### src/rtl/booth_digit_decoder_acc.sv
// Radix-4 Booth digit decoder/accumulator: consumes (neg, two, one) digits LSB first,
// accumulates mcand x multiplier and rebuilds the multiplier from the digit stream.
module booth_digit_decoder_acc #(
    parameter int WIDTH    = 8,
    parameter int N_DIGITS = WIDTH / 2
) (
    input  logic                 clk_i,
    input  logic                 rst_i,
    input  logic                 start_i,
    input  logic [WIDTH-1:0]     mcand_i,
    input  logic                 dig_valid_i,
    output logic                 dig_ready_o,
    input  logic                 dig_neg_i,
    input  logic                 dig_two_i,
    input  logic                 dig_one_i,
    output logic                 out_valid_o,
    input  logic                 out_ready_i,
    output logic [2*WIDTH-1:0]   product_o,
    output logic [WIDTH-1:0]     multiplier_o,
    output logic                 err_o,
    output logic                 busy_o
);

    localparam int CW = $clog2(N_DIGITS) + 1;
    localparam int PW = WIDTH + 2;
    localparam int AW = 2 * WIDTH;

    localparam logic [1:0] S_IDLE  = 2'd0;
    localparam logic [1:0] S_ACCUM = 2'd1;
    localparam logic [1:0] S_DONE  = 2'd2;

    logic [1:0]       state_q, state_d;
    logic [WIDTH-1:0] mcand_q, mcand_d;
    logic [AW-1:0]    acc_q, acc_d;
    logic [WIDTH-1:0] mult_q, mult_d;
    logic [CW-1:0]    count_q, count_d;
    logic             err_q, err_d;

    logic             mag1, mag2, illegal;
    logic             accept, last_digit;
    logic [CW:0]      shamt;
    logic [PW-1:0]    mcand_ext, pp_mag, pp;
    logic [AW-1:0]    pp_ext, acc_add;
    logic [WIDTH-1:0] d_mag, d_val, mult_add;

    assign illegal    = dig_two_i & dig_one_i;
    assign mag1       = dig_one_i & ~dig_two_i;
    assign mag2       = dig_two_i & ~dig_one_i;
    assign accept     = dig_valid_i && (state_q == S_ACCUM);
    assign last_digit = (count_q == CW'(N_DIGITS - 1));
    assign shamt      = {count_q, 1'b0};

    // Partial product formed at WIDTH+2 bits so +/-2*mcand never overflows before the shift.
    always_comb begin
        mcand_ext = {{2{mcand_q[WIDTH-1]}}, mcand_q};
        pp_mag    = '0;
        if (mag1) begin
            pp_mag = mcand_ext;
        end else if (mag2) begin
            pp_mag = mcand_ext << 1;
        end
        pp      = dig_neg_i ? -pp_mag : pp_mag;
        pp_ext  = {{(AW - PW){pp[PW-1]}}, pp};
        acc_add = pp_ext << shamt;
    end

    always_comb begin
        d_mag = '0;
        if (mag1) begin
            d_mag = WIDTH'(1);
        end else if (mag2) begin
            d_mag = WIDTH'(2);
        end
        d_val    = dig_neg_i ? -d_mag : d_mag;
        mult_add = d_val << shamt;
    end

    always_comb begin
        state_d = state_q;
        mcand_d = mcand_q;
        acc_d   = acc_q;
        mult_d  = mult_q;
        count_d = count_q;
        err_d   = err_q;
        case (state_q)
            S_IDLE: begin
                if (start_i) begin
                    mcand_d = mcand_i;
                    acc_d   = '0;
                    mult_d  = '0;
                    count_d = '0;
                    err_d   = 1'b0;
                    state_d = S_ACCUM;
                end
            end
            S_ACCUM: begin
                if (accept) begin
                    acc_d   = acc_q + acc_add;
                    mult_d  = mult_q + mult_add;
                    count_d = count_q + CW'(1);
                    err_d   = err_q | illegal;
                    if (last_digit) begin
                        state_d = S_DONE;
                    end
                end
            end
            S_DONE: begin
                if (out_ready_i) begin
                    state_d = S_IDLE;
                end
            end
            default: state_d = S_IDLE;
        endcase
    end

    always_ff @(posedge clk_i) begin
        if (rst_i) begin
            state_q <= S_IDLE;
            mcand_q <= '0;
            acc_q   <= '0;
            mult_q  <= '0;
            count_q <= '0;
            err_q   <= 1'b0;
        end else begin
            state_q <= state_d;
            mcand_q <= mcand_d;
            acc_q   <= acc_d;
            mult_q  <= mult_d;
            count_q <= count_d;
            err_q   <= err_d;
        end
    end

    assign dig_ready_o  = (state_q == S_ACCUM);
    assign out_valid_o  = (state_q == S_DONE);
    assign busy_o       = (state_q != S_IDLE);
    assign product_o    = acc_q;
    assign multiplier_o = mult_q;
    assign err_o        = err_q;

endmodule

### config.mk
export PLATFORM = sky130hd
export DESIGN_NAME = booth_digit_decoder_acc
export DESIGN_NICKNAME = d
export VERILOG_FILES = /design/src/rtl/booth_digit_decoder_acc.sv
export SDC_FILE = /design/constraint.sdc
export NUM_CORES = 1
export LEC_CHECK = 0
export CAP_MARGIN = 25
export CORE_MARGIN = 3
export CORE_UTILIZATION = 51
export DETAILED_ROUTE_END_ITERATION = 10
export PLACE_DENSITY = 0.74
export SLEW_MARGIN = 20
export SYNTH_ARGS = -nofsm -noshare
export SYNTH_HDL_FRONTEND = slang
export SYNTH_SLANG_ARGS = --single-unit
### constraint.sdc
create_clock -name clk_i -period 10.9 [get_ports clk_i]
set_input_delay 3.27 -clock clk_i [delete_from_list [all_inputs] [get_ports clk_i]]
set_output_delay 3.27 -clock clk_i [all_outputs]
set_load 0.05 [all_outputs]
After elaboration in Yosys (flattened, before gate mapping):

Index checks and enable logic that the tools add are counted.

* add/sub/neg operators: 5
* eq/ne operators: 7
* shifts and indexed selects: 2
* mux-type cells: 23
* bitwise gates (word level): 6
* reduce and logical (&&, ||, !) cells: 7

Operators by type and width (count)
* two-way mux 16 bit: 2
* one-hot mux 16 bit (2 select lines): 1
* two-way mux 10 bit: 3
* two-way mux 8 bit: 3
* adder 16 bit: 1
* one-hot mux 8 bit (2 select lines): 1
* << shifter 16 x 4 -> 16 bit: 1
* two-way mux 2 bit: 6
* negation 10 bit: 1
* adder 8 bit: 1
* negation 8 bit: 1
* << shifter 8 x 4 -> 8 bit: 1
* two-way mux 3 bit: 2
* inequality test 2 x 1 -> 1 bit, second input constant: 3
* one-hot mux 2 bit (3 select lines): 1
* one-hot mux 3 bit (2 select lines): 1
* AND reduction 4 bit: 1
* nonzero test 2 bit: 2
* adder 3 x 1 -> 3 bit, second input constant: 1
* AND 1 bit: 3
* == test 3 x 2 -> 1 bit, second input constant: 1
* AND reduction 3 bit: 1
* == test 2 x 1 -> 1 bit, second input constant: 1
* == test 2 bit, second input constant: 1
* other kinds (8): 10

* register bits after elaboration: 38
* output and inout bits: 28
* word-level logic and storage cells: 56

Depth between registers and ports, before layout:

Gate-level depths: netlist (run 1).

* depth in word-level cells: 10
* depth in mapped cells: 23
* depth with buffers taken out: 22

Worst setup path after synthesis (run 1):

OpenSTA, ideal clock, no wires.

* path kind: input -> register
* from: input port dig_two_i
* to: register acc_q[14], in the netlist product_o[14]
* library setup time: 132 ps
* arrival: 6632 ps
* data required time: 10768 ps
* path slack: 4136 ps
* cell stages on the path: 22
* path buffers: 2
* cell sequence: inv_1 ha_1 buf_6 buf_2 nor2_1 a21oi_1 ha_1 and3_2 a32o_1 or3b_1 nor2_1 a21oi_1 nor2_1 ha_1 o21ai_0 a21oi_1 and3_1 a221oi_1 o211ai_1 a21o_1 nor2_1 a311oi_1

* cells in the longest elaborated chain, start to end: 9
* elaborated cells between the ends (all ways): 11
* those cells by class: 2 x add/sub; 1 x shift; 5 x mux; 3 x bitwise

RTL lines
* start: declaration: line 14 `input logic dig_two_i,`
* AND 1 bit / inverter 1 bit (equally long branches): line 48, 47
* two-way mux 10 bit / AND 1 bit (equally long branches): line 59, 47
* two-way mux 10 bit (*): line 57 `if (mag1) begin`
* negation 10 bit: line 62 `pp = dig_neg_i ? -pp_mag : pp_mag;`
* two-way mux 10 bit (*): line 62
* << shifter 16 x 4 -> 16 bit (*): line 64 `acc_add = pp_ext << shamt;`
* adder 16 bit (*): line 98 `acc_d = acc_q + acc_add;`
* two-way mux 16 bit (*): line 97 `if (accept) begin`
* one-hot mux 16 bit (2 select lines) (*): line 85 `case (state_q)`
* end signal: assignment: line 120 `acc_q <= '0;`
* end signal: assignment: line 127 `acc_q <= acc_d;`
* end: declaration: line 34 `logic [AW-1:0] acc_q, acc_d;`

Mark *: on every way between the ends. The rest lies on a longest branch, timed or not. The select of a mux whose other input is x is not followed.
A chain may end at the register's enable or synchronous reset.

Worst setup path in the final report (run 1):

* from: input port dig_one_i
* to: register acc_q[12], in the netlist product_o[12]

* cells in the longest elaborated chain, start to end: 10
* elaborated cells between the ends (all ways): 11
* those cells by class: 2 x add/sub; 1 x shift; 5 x mux; 3 x bitwise

RTL lines
* start: declaration: line 15 `input logic dig_one_i,`
* inverter 1 bit: line 48 `assign mag2 = dig_two_i & ~dig_one_i;`
* AND 1 bit: line 48
* two-way mux 10 bit: line 59 `end else if (mag2) begin`
* two-way mux 10 bit (*): line 57
* negation 10 bit: line 62
* two-way mux 10 bit (*): line 62
* << shifter 16 x 4 -> 16 bit (*): line 64
* adder 16 bit (*): line 98
* two-way mux 16 bit (*): line 97
* one-hot mux 16 bit (2 select lines) (*): line 85

Marks and branches as above.

==> results of run 1 <==
## layout by cell type (no fill, tap or decap), types with 3 or more instances in the layout
master	Yosys	final
nand3_1	16	16
clkdlybuf4s50_1	0	43
a22oi_1	21	21
o21ai_0	14	14
nor2b_1	8	8
xor2_1	9	9
ha_1	30	30
and3_1	4	4
o21ai_1	4	4
nand2_1	43	43
a31oi_1	5	5
nor3_1	4	4
a21o_1	15	15
dfxtp_1	38	38
nand2b_1	5	5
nor3b_1	3	3
xnor2_1	12	12
or3_1	3	3
mux2i_1	3	3
a211oi_1	6	6
o21a_1	3	3
a21oi_1	50	50
o211ai_1	3	3
inv_1	10	10
a311oi_1	3	3
nor2_1	56	56
clkbuf_8	0	6
## registers in the layout (all words and copies together), names as in the netlist
signal,count
product_o,16
mcand_q,8
multiplier_o,8
count_q,3
state_q,2
err_o,1
## cell usage after synthesis (all sizes together) (6+ instances only)
| master | n |
|---|---|
| a211oi | 6 |
| a21o | 15 |
| a21oi | 50 |
| a22oi | 22 |
| clkbuf | 19 |
| dfxtp | 38 |
| ha | 30 |
| inv | 10 |
| nand2 | 43 |
| nand3 | 16 |
| nor2 | 56 |
| nor2b | 9 |
| o21ai | 20 |
| xnor2 | 12 |
| xor2 | 9 |
## through the flow
| stage | area, um^2 | utilization, % |
|---|---|---|
| floorplan | 3320 | - |
| CTS | 3870 | 63.1 |
| global placement | 3750 | 61.2 |
| finish | 3870 | 63.1 |
| global route | 3870 | 63.1 |
| detailed placement | 3750 | 61.2 |
## kinds of logic after synthesis
logic type      count (synthesis)
mux                             8
simple gates                  162
buf+inv                        35
flops                          38
fa+ha+maj                      32
xor+xnor                       21
compound gates                143
## power by group
part | total (mW) | switching (mW) | internal [mW] | leakage, nW
Combinational | 0.118 | 0.0706 | 0.0478 | 1.29
Sequential | 0.151 | 0.00710 | 0.144 | 0.308
Clock | 0.125 | 0.0518 | 0.0733 | 0.0573
## worst paths after layout
path | from | endpoint | slack [ps] | cells past startpoint
min | state_q[1] | state_q[0] | 490 | 1
min reg2reg | state_q[1] | state_q[0] | 490 | 1
max reg2reg | count_q[0] | product_o[12] | 6410 | 16
max | dig_one_i | product_o[12] | 3070 | 19
## metal layers
metal  vias up  wire length [um]  global-route usage, %
met5         -                 0                      0
met4         0                76                   6.09
met3        10               477                   3.14
met2       111              3760                   36.1
met1      1526              4060                   34.2
li1       1645                 -                      -
## worst max-delay path, delay by kind of cell
| kind | cells | cell delay [ps] |
|---|---|---|
| and+or+nand+nor | 7 | 1300 |
| AOI/OAI and AO/OA | 8 | 1770 |
| xor gates and xnor gates | 1 | 170 |
| adders and majority gates | 2 | 970 |
| buffers and inverters | 1 | 530 |
## cell type report
class	count	area, um^2	area share, %
timing repair buffer	45	445	11.5
tap	75	93.8	2.43
clock buffer	6	82.6	2.14
multi-input combinational	366	2410	62.4
inverter	11	41.3	1.07
clock inverter	1	30.0	0.776
sequential	38	761	19.7
==> results.sh, run 1 <==
export IMPL_wire_per_inst_um=15.4
export IMPL_synth_compound_area_share_pct=28.4
export IMPL_viasPerCell=6.07
export IMPL_finalCritPeriodShare_pct=71.8
export IMPL_grt_ovfl_total=0
export IMPL_hold_ws_ps=488
export IMPL_synth_area_leaders="dfxtp_1, ha_1, a21oi_1"
export IMPL_critPathMaxStageDelay_ps=620
export IMPL_synth_top_cell_by_area="dfxtp_1"
export IMPL_track_usage_pct=23.4
export IMPL_die_area_um2=7520
export IMPL_grt_max_degree=29
export IMPL_cp_slowest_cell="ha_1"
export IMPL_dr_pass1_iters=5
export IMPL_first_iter_violations=318
export IMPL_cts_tree="built"
export IMPL_synth_avg_cell_area_um2=7.57
export IMPL_port_buffers=43
export IMPL_postSynthRegisterBits=38
export IMPL_yosys_mux_area_fraction_pct=2.82
export IMPL_clock_sinks=38
export IMPL_min_period_ps=7830
export IMPL_route_detailed_drc=0
export IMPL_syn_instance_count=439
export IMPL_ir_drop_uv=59.9
export IMPL_cts_repair_resized=0
export IMPL_grt_pass1_wl_um=14400
export IMPL_setup_violations=0
export IMPL_crit_path_frequent_cell="nor2_1"
export IMPL_leakage_nw=1.66
export IMPL_coreArea_um2=6130
export IMPL_min_path_type="flip-flop to flip-flop"
export IMPL_synth_top_family_by_area="compound AO/OA/AOI/OAI gates"
export IMPL_synth_nets=487
export IMPL_insertion_delay_ps=290
export IMPL_worstPathArrival_ps=7990
export IMPL_cts_htree_levels=2
export IMPL_synth_seq_area_share_pct=22.9
export IMPL_max_freq_mhz=128
export IMPL_dp_slack_ps=2850
export IMPL_dpl_cell_count=535
export IMPL_die_x_um=86.7
export IMPL_worstSetupStartpointType="input pin"
export IMPL_cp_max_fo=20
export IMPL_floorplan_initialDensity_pct=54.2
export IMPL_nFillCells=563
export IMPL_rows=28
export IMPL_crit_chain="clkdlybuf4s50_1 -> ha_1 -> or2_1 -> o21ai_1 -> and3_2 -> a2111oi_0 -> or3b_1 -> nor2_1 -> a21oi_1 -> nor2_1 -> ha_1 -> o21ai_0 -> a21oi_1 -> and3_1 -> a221oi_1 -> o211ai_1 -> xor2_1 -> a22oi_1 -> nor2_1"
export IMPL_postCtsSetupRepairBufs=0
export IMPL_synth_warnings=0
export IMPL_status="completed"
export IMPL_totalPowerFinal_uw=394
export IMPL_tns_ps=0
export IMPL_diodes=0
export IMPL_dp_hpwl_um=6280
export IMPL_area_growth_pct=16.4
export IMPL_final_nets=515
export IMPL_rsz0062_at_grt="no"
export IMPL_cts_hold_buffers=0
export IMPL_p_per_area_nw_per_um2=102
export IMPL_syn_area_um2=3320
export IMPL_gp_congestion=0.990
export IMPL_drt_wl_total_um=8370
export IMPL_synthFlopType="dfxtp_1"
export IMPL_antenna_found_initial=0
export IMPL_crit_path_end_kind="flip-flop"
export IMPL_synth_enable_flop_cells=0
export IMPL_drive_gt1_share_pct=4.93
export IMPL_grt_pass1_vias=3108
export IMPL_cts_clk_slew_worst_paths_ps=80
export IMPL_setup_ws_ps=3070
export IMPL_netlist_area_leader_share_pct=22.9
export IMPL_ys_async_sr_fraction_pct=0
export IMPL_synth_cell_type_count=62
export IMPL_vias=3292
export IMPL_ios=44
export IMPL_synthAdderAreaFrac_pct=12.5
export IMPL_skew_ps=3.99
export IMPL_fp_dieH_um=86.7
export IMPL_worstPathRequired_ps=11060
export IMPL_instances_no_fill=542
export IMPL_critPathKind="input pin to flip-flop"
export IMPL_worst_pin_slew_ps=931
export IMPL_slew_viol_final=0
export IMPL_synth_xor_area_share_pct=5.53
export IMPL_drv_cap=0
export IMPL_cts_buffers=5
export IMPL_synthSimpleGateAreaFrac_pct=23.3
export IMPL_antenna_left=0
export IMPL_cts_root_buf="clkbuf_8"
export IMPL_finalHoldViolCount=0
export IMPL_clock_path_buffers=2
export IMPL_maxSlewHeadroom_pct=37.9
No activity file was read; power rests on OpenSTA's default activity.
==> run 2, diff against run 1 <==
- clock period: 10.9 -> 7.3 ns (I/O delays scaled with it)
==> run 2 against run 1 <==
Against the previous run:
- sequential cell count did not move
- clock skew rose by 1.3 ps
- die area did not move
- power rose by 38%
- critical path depth rose by 1
- register-to-register slack got worse by 3600 ps
- core utilization fell by 0.43 points
- count of clock-buffer cells in the layout fell by 1
- first-iteration DRC count fell by 12%
- final cell count rose by 0.18%
- global-route usage rose by 0.55 points
- largest cell class unchanged
==> results.sh, run 2 (same netlist as run 1, synthesis figures left out) <==
export IMPL_status="completed"
export IMPL_leakage_nw=1.65
export IMPL_ios=44
export IMPL_dr_pass1_iters=5
export IMPL_worstPathRequired_ps=7470
export IMPL_min_period_ps=6660
export IMPL_power_internal_uw=350
export IMPL_track_usage_pct=23.9
export IMPL_drt_wl_total_um=8400
export IMPL_gp_congestion=0.955
export IMPL_rows=28
export IMPL_placed_cell_area_um2=3760
export IMPL_tns_ps=0
export IMPL_wire_per_inst_um=15.5
export IMPL_floorplan_initialDensity_pct=54.2
export IMPL_diodes=0
export IMPL_clkPwrFrac_pct=26.4
export IMPL_grt_pass1_vias=3101
export IMPL_cts_hold_buffers=0
export IMPL_viasPerCell=6.07
export IMPL_rsz0062_at_grt="no"
export IMPL_fin_util_pct=62.7
export IMPL_drv_cap=0
export IMPL_die_x_um=86.7
export IMPL_worstPathArrival_ps=6830
export IMPL_dp_hpwl_um=6240
export IMPL_dpl_cell_count=536
export IMPL_cts_clk_slew_worst_paths_ps=80
export IMPL_crit_path_end_kind="flip-flop"
export IMPL_min_path_type="flip-flop to flip-flop"
export IMPL_clock_sinks=38
export IMPL_final_nets=516
export IMPL_ir_drop_uv=111
export IMPL_cts_root_buf="clkbuf_8"
export IMPL_drive_gt1_share_pct=5.13
export IMPL_max_freq_mhz=150
export IMPL_clock_path_buffers=2
export IMPL_maxSlewHeadroom_pct=35.2
export IMPL_largest_reg_flops=16
export IMPL_design_area_um2=3840
export IMPL_p_per_area_nw_per_um2=142
export IMPL_finalCritPeriodShare_pct=91.2
export IMPL_die_area_um2=7520
export IMPL_insertion_delay_ps=290
export IMPL_cts_tree="built"
export IMPL_setup_ws_ps=641
export IMPL_grt_max_degree=33
export IMPL_grt_pass1_wl_um=14800
export IMPL_worstSetupStartpointType="input pin"
export IMPL_route_detailed_drc=0
export IMPL_cts_repair_resized=0
export IMPL_hold_ws_ps=467
export IMPL_instances_no_fill=543
export IMPL_first_iter_violations=280
export IMPL_seqPwrFrac_pct=41.3
export IMPL_combPwrFrac_pct=32.4
export IMPL_setup_violations=0
export IMPL_totalPowerFinal_uw=545
export IMPL_port_buffers=43
export IMPL_cp_max_fo=20
export IMPL_finalHoldViolCount=0
export IMPL_swShare_pct=35.7
export IMPL_coreArea_um2=6130
export IMPL_cts_htree_levels=2
export IMPL_critPathKind="input pin to flip-flop"
export IMPL_slew_viol_final=0
export IMPL_final_common_cell="nor2_1"
export IMPL_area_growth_pct=15.6
export IMPL_final_cell_mix="nor2_1, a21oi_1, nand2_1, clkdlybuf4s50_1, dfxtp_1"
export IMPL_dp_slack_ps=346
export IMPL_worst_pin_slew_ps=972
export IMPL_skew_ps=5.33
export IMPL_antenna_found_initial=0
export IMPL_cts_buffers=5
export IMPL_postCtsSetupRepairBufs=0
export IMPL_power_switching_uw=194
export IMPL_nFillCells=571
export IMPL_antenna_left=0
export IMPL_fp_dieH_um=86.7
export IMPL_grt_ovfl_total=0
export IMPL_vias=3295
==> run 2: routing by layer <==
| layer | up-vias | global-route usage (%) | part of all wire, % |
|---|---|---|---|
| met5 | - | 0 | 0 |
| met4 | 0 | 6.66 | 1.1 |
| met3 | 11 | 5.04 | 5.4 |
| met2 | 93 | 37.3 | 46 |
| met1 | 1532 | 33.4 | 48 |
| li1 | 1659 | - | - |
==> run 2: path summary, 6_finish.rpt <==
check	from	endpoint	slack [ps]	cells after the start
worst max-delay path	dig_two_i	product_o[12]	640	20
worst min register to register	state_q[1]	state_q[0]	470	1
worst min-delay path	state_q[1]	state_q[0]	470	1
worst max register to register	count_q[0]	product_o[12]	2830	16
==> run 2: final cells by class <==
class                           instances  area (um^2)  area share [%]
Clock inverter                          2         10.0           0.261
Tap cell                               75         93.8            2.44
Inverter                               11         41.3            1.07
Timing Repair Buffer                   46          453            11.8
Multi-Input combinational cell        366         2410            62.8
Sequential cell                        38          761            19.8
Clock buffer                            5         68.8            1.79
==> run 2: worst max-delay path, cell delays in order <==
cell,delay (ps)
clkdlybuf4s50_1,510
inv_1,70
ha_1,440
or2_1,440
a22oi_2,250
nand3_1,140
nand3_1,120
a21oi_1,80
a221oi_1,470
a21oi_1,140
nor2_1,150
ha_1,310
o21ai_0,200
a21oi_1,130
and3_1,200
a221oi_1,370
o211ai_1,220
xor2_1,180
a22oi_1,150
nor2_1,60
==> run 2: power groups by stage <==
stage	Sequential, mW	Clock [mW]	Combinational [mW]
4_1_cts	0.225	0.147	0.176
5_1_grt	0.226	0.155	0.196
6_report	0.225	0.144	0.176
3_3_place_gp	0.229	0	0.173
2_1_floorplan	0.239	0	0.120
3_5_place_dp	0.229	0	0.174
